## src/rtl/input_debounce.sv

```systemverilog
// Switch/button conditioner: synchronises each raw input, rejects contact bounce
// with a per-channel stability counter, and emits clean levels plus edge strobes.
module input_debounce #(
    parameter int WIDTH       = 2,
    parameter int CNT_MAX     = 250000,
    parameter int SYNC_STAGES = 2
) (
    input  logic             clk,
    input  logic             rst_n,
    input  logic [WIDTH-1:0] raw,
    output logic [WIDTH-1:0] clean,
    output logic [WIDTH-1:0] rise,
    output logic [WIDTH-1:0] fall
);

    localparam int               CNT_W    = $clog2(CNT_MAX);
    localparam logic [CNT_W-1:0] CNT_LAST = CNT_W'(CNT_MAX - 1);

    typedef enum logic {
        STABLE  = 1'b0,
        PENDING = 1'b1
    } state_t;

    logic [WIDTH-1:0] sync_q [SYNC_STAGES];
    logic [WIDTH-1:0] s;

    // Plain flop chain: nothing may sit between stages or metastability leaks through.
    always_ff @(posedge clk or negedge rst_n) begin
        if (!rst_n) begin
            for (int i = 0; i < SYNC_STAGES; i++) begin
                sync_q[i] <= '0;
            end
        end else begin
            sync_q[0] <= raw;
            for (int i = 1; i < SYNC_STAGES; i++) begin
                sync_q[i] <= sync_q[i-1];
            end
        end
    end

    assign s = sync_q[SYNC_STAGES-1];

    for (genvar ch = 0; ch < WIDTH; ch++) begin : g_chan
        state_t           state;
        state_t           state_nxt;
        logic [CNT_W-1:0] cnt;
        logic [CNT_W-1:0] cnt_nxt;
        logic             clean_q;
        logic             rise_q;
        logic             fall_q;
        logic             clean_nxt;
        logic             rise_nxt;
        logic             fall_nxt;
        logic             differ;
        logic             expired;
        logic             accept;

        assign differ  = s[ch] != clean_q;
        assign expired = cnt == CNT_LAST;
        assign accept  = (state == PENDING) && differ && expired;

        always_ff @(posedge clk or negedge rst_n) begin
            if (!rst_n) begin
                state   <= STABLE;
                cnt     <= '0;
                clean_q <= 1'b0;
                rise_q  <= 1'b0;
                fall_q  <= 1'b0;
            end else begin
                state   <= state_nxt;
                cnt     <= cnt_nxt;
                clean_q <= clean_nxt;
                rise_q  <= rise_nxt;
                fall_q  <= fall_nxt;
            end
        end

        // Any return to the clean level while pending discards the partial count.
        always_comb begin
            state_nxt = state;
            cnt_nxt   = '0;
            case (state)
                STABLE: begin
                    if (differ) begin
                        state_nxt = PENDING;
                        cnt_nxt   = CNT_W'(1);
                    end
                end
                PENDING: begin
                    if (!differ || expired) begin
                        state_nxt = STABLE;
                    end else begin
                        cnt_nxt = cnt + CNT_W'(1);
                    end
                end
            endcase
        end

        always_comb begin
            clean_nxt = clean_q;
            rise_nxt  = 1'b0;
            fall_nxt  = 1'b0;
            if (accept) begin
                clean_nxt = s[ch];
                rise_nxt  = s[ch];
                fall_nxt  = !s[ch];
            end
        end

        assign clean[ch] = clean_q;
        assign rise[ch]  = rise_q;
        assign fall[ch]  = fall_q;
    end

endmodule

```

## config.mk

```make
export PLATFORM = sky130hd
export DESIGN_NAME = input_debounce
export DESIGN_NICKNAME = d
export VERILOG_FILES = /design/src/rtl/input_debounce.sv
export SDC_FILE = /design/constraint.sdc
export NUM_CORES = 1
export LEC_CHECK = 0
export CORE_ASPECT_RATIO = 1.2
export CORE_MARGIN = 4
export CORE_UTILIZATION = 46
export CTS_CLUSTER_SIZE = 40
export DETAILED_ROUTE_END_ITERATION = 12
export DONT_BUFFER_PORTS = 1
export PLACE_DENSITY = 0.62
export SLEW_MARGIN = 0
export SYNTH_ARGS = -nofsm -noshare
export SYNTH_HDL_FRONTEND = slang
export SYNTH_SLANG_ARGS = --single-unit
```

## constraint.sdc

```tcl
create_clock -name clk -period 2.4 [get_ports clk]
set_input_delay 0.72 -clock clk [delete_from_list [all_inputs] [get_ports clk]]
set_output_delay 0.72 -clock clk [all_outputs]
set_load 0.02 [all_outputs]
```

After elaboration in Yosys (flattened, before gate mapping) --
Cells that the tools add are included. Widths: inputs -> output; s select.
Word-level totals: input port bits 4, register bits after elaboration 48, output and inout bits 6, word-level logic and storage cells 46
Operators by class: reductions and logical operators 10, bitwise gates (word level) 2, add/sub/neg operators 2, multiplexer cells 16, equal/unequal tests 4
Operator list (number):
- $pmux 18 s2 | 2
- $add 18x1->18 const B | 2
- $eq 18x18->1 const B | 2
- $mux 18 | 2
- $mux 1 | 10
- $logic_and 1x1->1 | 4
- $logic_not 1->1 | 4
- $pmux 1 s2 | 2
- $logic_or 1x1->1 | 2
- $ne 1x1->1 | 2
- $not 1->1 | 2

Longest topological paths before layout --
depth in word-level cells 5, gate-level depth with buffers 6, depth with buffers taken out 5

Least setup slack after synthesis --
OpenSTA, ideal clock, no wires.
path type register -> register, start reg g_chan[0].cnt[13], end reg g_chan[0].cnt[16], setup slack 0.469 ns, data arrival time 1.813 ns, path buffers 1, library setup time 0.119 ns, stages on the path, launching flop included 6, data required time 2.281 ns, clock period less this slack 1.931 ns, cells stage by stage dfrtp_1 -> or4b_1 -> or4_4 -> o211ai_4 -> buf_6 -> nor2_1
Between the ends: longest elaborated chain between the ends 4, elaborated cells between the ends (all ways) 5, those cells by class add/sub (1); eq/ne (1); mux (2); reduce/logical (1)
Ends and longest elaborated chain:
- start, declared | line 46 | logic [CNT_W-1:0] cnt;
- start signal, assigned | line 71 | cnt <= cnt_nxt;
- branches (longest 2 deep; another with $add 18x1->18)
- $mux 18 * | line 90 | if (!differ || expired) begin
- $pmux 18 s2 * | line 82 | case (state)
- via g_chan[0].cnt_nxt[16] | line 47 | logic [CNT_W-1:0] cnt_nxt;
Mark *: on every way through the listed nets, which the timed path passes. A chain may end at the register's enable or synchronous reset.

Worst setup path in the final report --
Same ends and word-level chain as after synthesis.

==> summary.md <==
| Metric | Value |
|---|---|
| Mapped Cells | 227 |
| Routed wire length per instance | 13.9 µm |
| First-pass GRT wire length | 7160 µm |
| Synth Cell Area | 2320 µm² |
| Nets | 232 |
| Primary FF master, synth | dfrtp_1 |
| Worst setup path endpoint | g_chan[0].cnt[16]$_DFF_PN0_ |
| Clock tree from TritonCTS | done |
| Pleak | 0.962 nW |
| Slew at the pin closest to its max-slew limit | 0.604 ns |
| Final worst clock skew | 0.0125 ns |
| Standard-cell rows | 28 |
| Path type of the worst setup path | reg -> reg |
| H-Tree Depth | 2 |
| Starting DRT DRC Count | 86 |
| Post-CTS Hold Buffers | 0 |
| Ys async rst share | 1.00 |
| Ratio of cells with drive above 1 in the final layout | 0.0793 |
| Initial antenna violation count | 0 |
| Routed WL | 3980 µm |
| Maximum vdd ir drop | 0.000341 V |
| GRT Total Usage | 0.148 |
| Core area | 4900 µm² |
| CTS root buf | clkbuf_8 |
| Crit end category | flip-flop |
| Yosys reg bits | 48 |
| WP data arrival | 2.27 ns |
| IO Pins | 10 |
| Area growth from synthesis to layout | 6.05% |
| CTS clk-pin slew, worst paths | 0.10 ns |
| CP startpoint | g_chan[0].cnt[13]$_DFF_PN0_ |
| Clk buf depth | 2 |
| Max Transition Viols Final | 0 |
| Min-Delay Path Class | in -> async |
| Sequential share of the synthesized area | 0.518 |
| Gpl congestion | 0.837 |
| Fin crit share | 0.872 |
| Status | finished clean |
| Initial Util | 0.472 |
| Post-synth EDFFs | 0 |
| PortBufs | 0 |
| CTS buffer count | 5 |
| Die Ht | 85.8 µm |
| Setup TNS Final | 0 ns |
| Final min period | 2.09 ns |
| ANT cells | 0 |
| Total gr overflow | 0 |
| Post-CTS setup buffers | 0 |
| Largest net degree at the start of global routing | 49 |
| Antenna-violating nets left | 0 |
| Worst slew margin | 0.593 |
| Yosys cell types | 35 |
| Post-route DRC | 0 |
| Worst-Skew Late Latency | 0.31 ns |
| Via density | 5.46 |
| Startpoint types | flip-flop |
| Worst R2R Start | g_chan[0].cnt[13]$_DFF_PN0_ |
| Critical R2R Capture | g_chan[0].cnt[16]$_DFF_PN0_ |
| DR pass1 iterations | 4 |
| P per Cell Area | 600 nW/µm² |
| # clock sinks | 48 |
| Commonest non-fill, non-tap cell in the layout | dfrtp_1 |
| Critical path required time | 2.58 ns |
| Routed vias | 1566 |
| Peak Freq | 478 MHz |
| DIE AREA | 6240 µm² |
| R2R depth | 4 |
| DIE WIDTH | 72.8 µm |
| # Max-Cap Violations | 0 |
| Post_cts resized | 0 |
| Avg Cell Area, Syn | 10.2 µm² |
| Vias in the first global route | 1589 |
| Commonest non-fill, non-tap cells in the layout | dfrtp_1 (48), nor2_1 (36), xnor2_1 (23) |
| Worst hold margin | 0.0903 ns |
| Syn nets | 233 |
| Final Hold Vio Count | 0 |
| Yosys warns | 0 |
| RSZ-0062 raised after global routing | no |
| Hpwl dp | 2720 µm |
| FF-to-FF setup slack | 0.31 ns |
| Number of setup violations in the final report | 0 |
| Worst-path maximum fanout | 16 |
## metal layers
metal  vias up  share of wire  global-route usage
li1        794              -                   -
met1       736           0.45               0.184
met2        28           0.50               0.231
met3         8          0.030              0.0352
met4         0          0.024              0.0889
met5         -              0                   0
## through the flow
step | utilization | cells | instance area (µm²) | worst slack (ns) | total power, mW
after global routing | 0.501 | 287 | 2460 | 0.183 | 1.55
final | 0.501 | 287 | 2460 | 0.308 | 1.48
after floorplan | - | 227 | 2320 | 0.469 | 0.880
after detailed placement | 0.478 | 279 | 2340 | 0.290 | 0.890
after CTS | 0.501 | 287 | 2460 | 0.302 | 1.49
after global placement | 0.478 | 279 | 2340 | 0.340 | 0.890
## state kept, by name, indices dropped and copies added, names as in the netlist
signal          flops
g_chan.clean_q      2
g_chan.cnt         36
g_chan.fall_q       2
g_chan.rise_q       2
g_chan.state        2
s                   2
sync_q              2
## cell families (layout without fill, tap and decap cells)
logic type / Yosys count / in the layout / synth area share
compound gates: 12 / 12 / 0.0378
xor+xnor: 32 / 32 / 0.121
fa+ha+maj: 2 / 2 / 0.0108
mux: 2 / 2 / 0.00972
flops: 48 / 48 / 0.518
buf+inv: 16 / 16 / 0.0394
simple gates: 115 / 115 / 0.263
## worst max-delay path: stages, from the launching register on
cell and delay, ns:
dfrtp_1 0.45, or4b_1 0.55, or4_4 0.44, o211ai_4 0.42, nor2_1 0.10
## Yosys cell counts, types with 3 or more instances
master / count / area [µm²]
and3_1: 4 / 25.0
nand4_1: 11 / 68.8
and4_1: 3 / 26.3
nor2_1: 36 / 135
buf_4: 6 / 45.0
clkbuf_1: 3 / 11.3
nor4_1: 11 / 68.8
inv_1: 5 / 18.8
o21ai_0: 3 / 15.0
a21oi_1: 3 / 15.0
xnor2_1: 23 / 201
nand2_1: 10 / 37.5
xor2_1: 9 / 78.8
nand3_1: 16 / 80.1
dfrtp_1: 48 / 1200
nor3_1: 10 / 50.1
## layout make-up
class | instances | area, µm²
clock buffers | 5 | 68.8
clock inverters | 3 | 46.3
inverters | 5 | 18.8
fillers | 456 | 2450
flip-flops and latches | 48 | 1200
multi-input cells | 163 | 1020
well taps | 60 | 75.1
repair buffers | 3 | 22.5
## report_power, final
group          internal, mW  switching [mW]
Sequential            0.822          0.0140
Clock                 0.314           0.287
Combinational        0.0143          0.0240
Total                  1.15           0.325
## worst min-delay path by stage
stage	startpoint	endpoint	depth (start not counted)
floorplan	sync_q[2]$_DFF_PN0_	s[0]$_DFF_PN0_	0
global placement	sync_q[3]$_DFF_PN0_	s[1]$_DFF_PN0_	0
detailed placement	sync_q[3]$_DFF_PN0_	s[1]$_DFF_PN0_	0
CTS	rst_n	g_chan[1].state$_DFF_PN0_	0
global route	rst_n	g_chan[1].state$_DFF_PN0_	0
finish	rst_n	g_chan[1].state$_DFF_PN0_	0
Power figures use the tool's default switching activity.
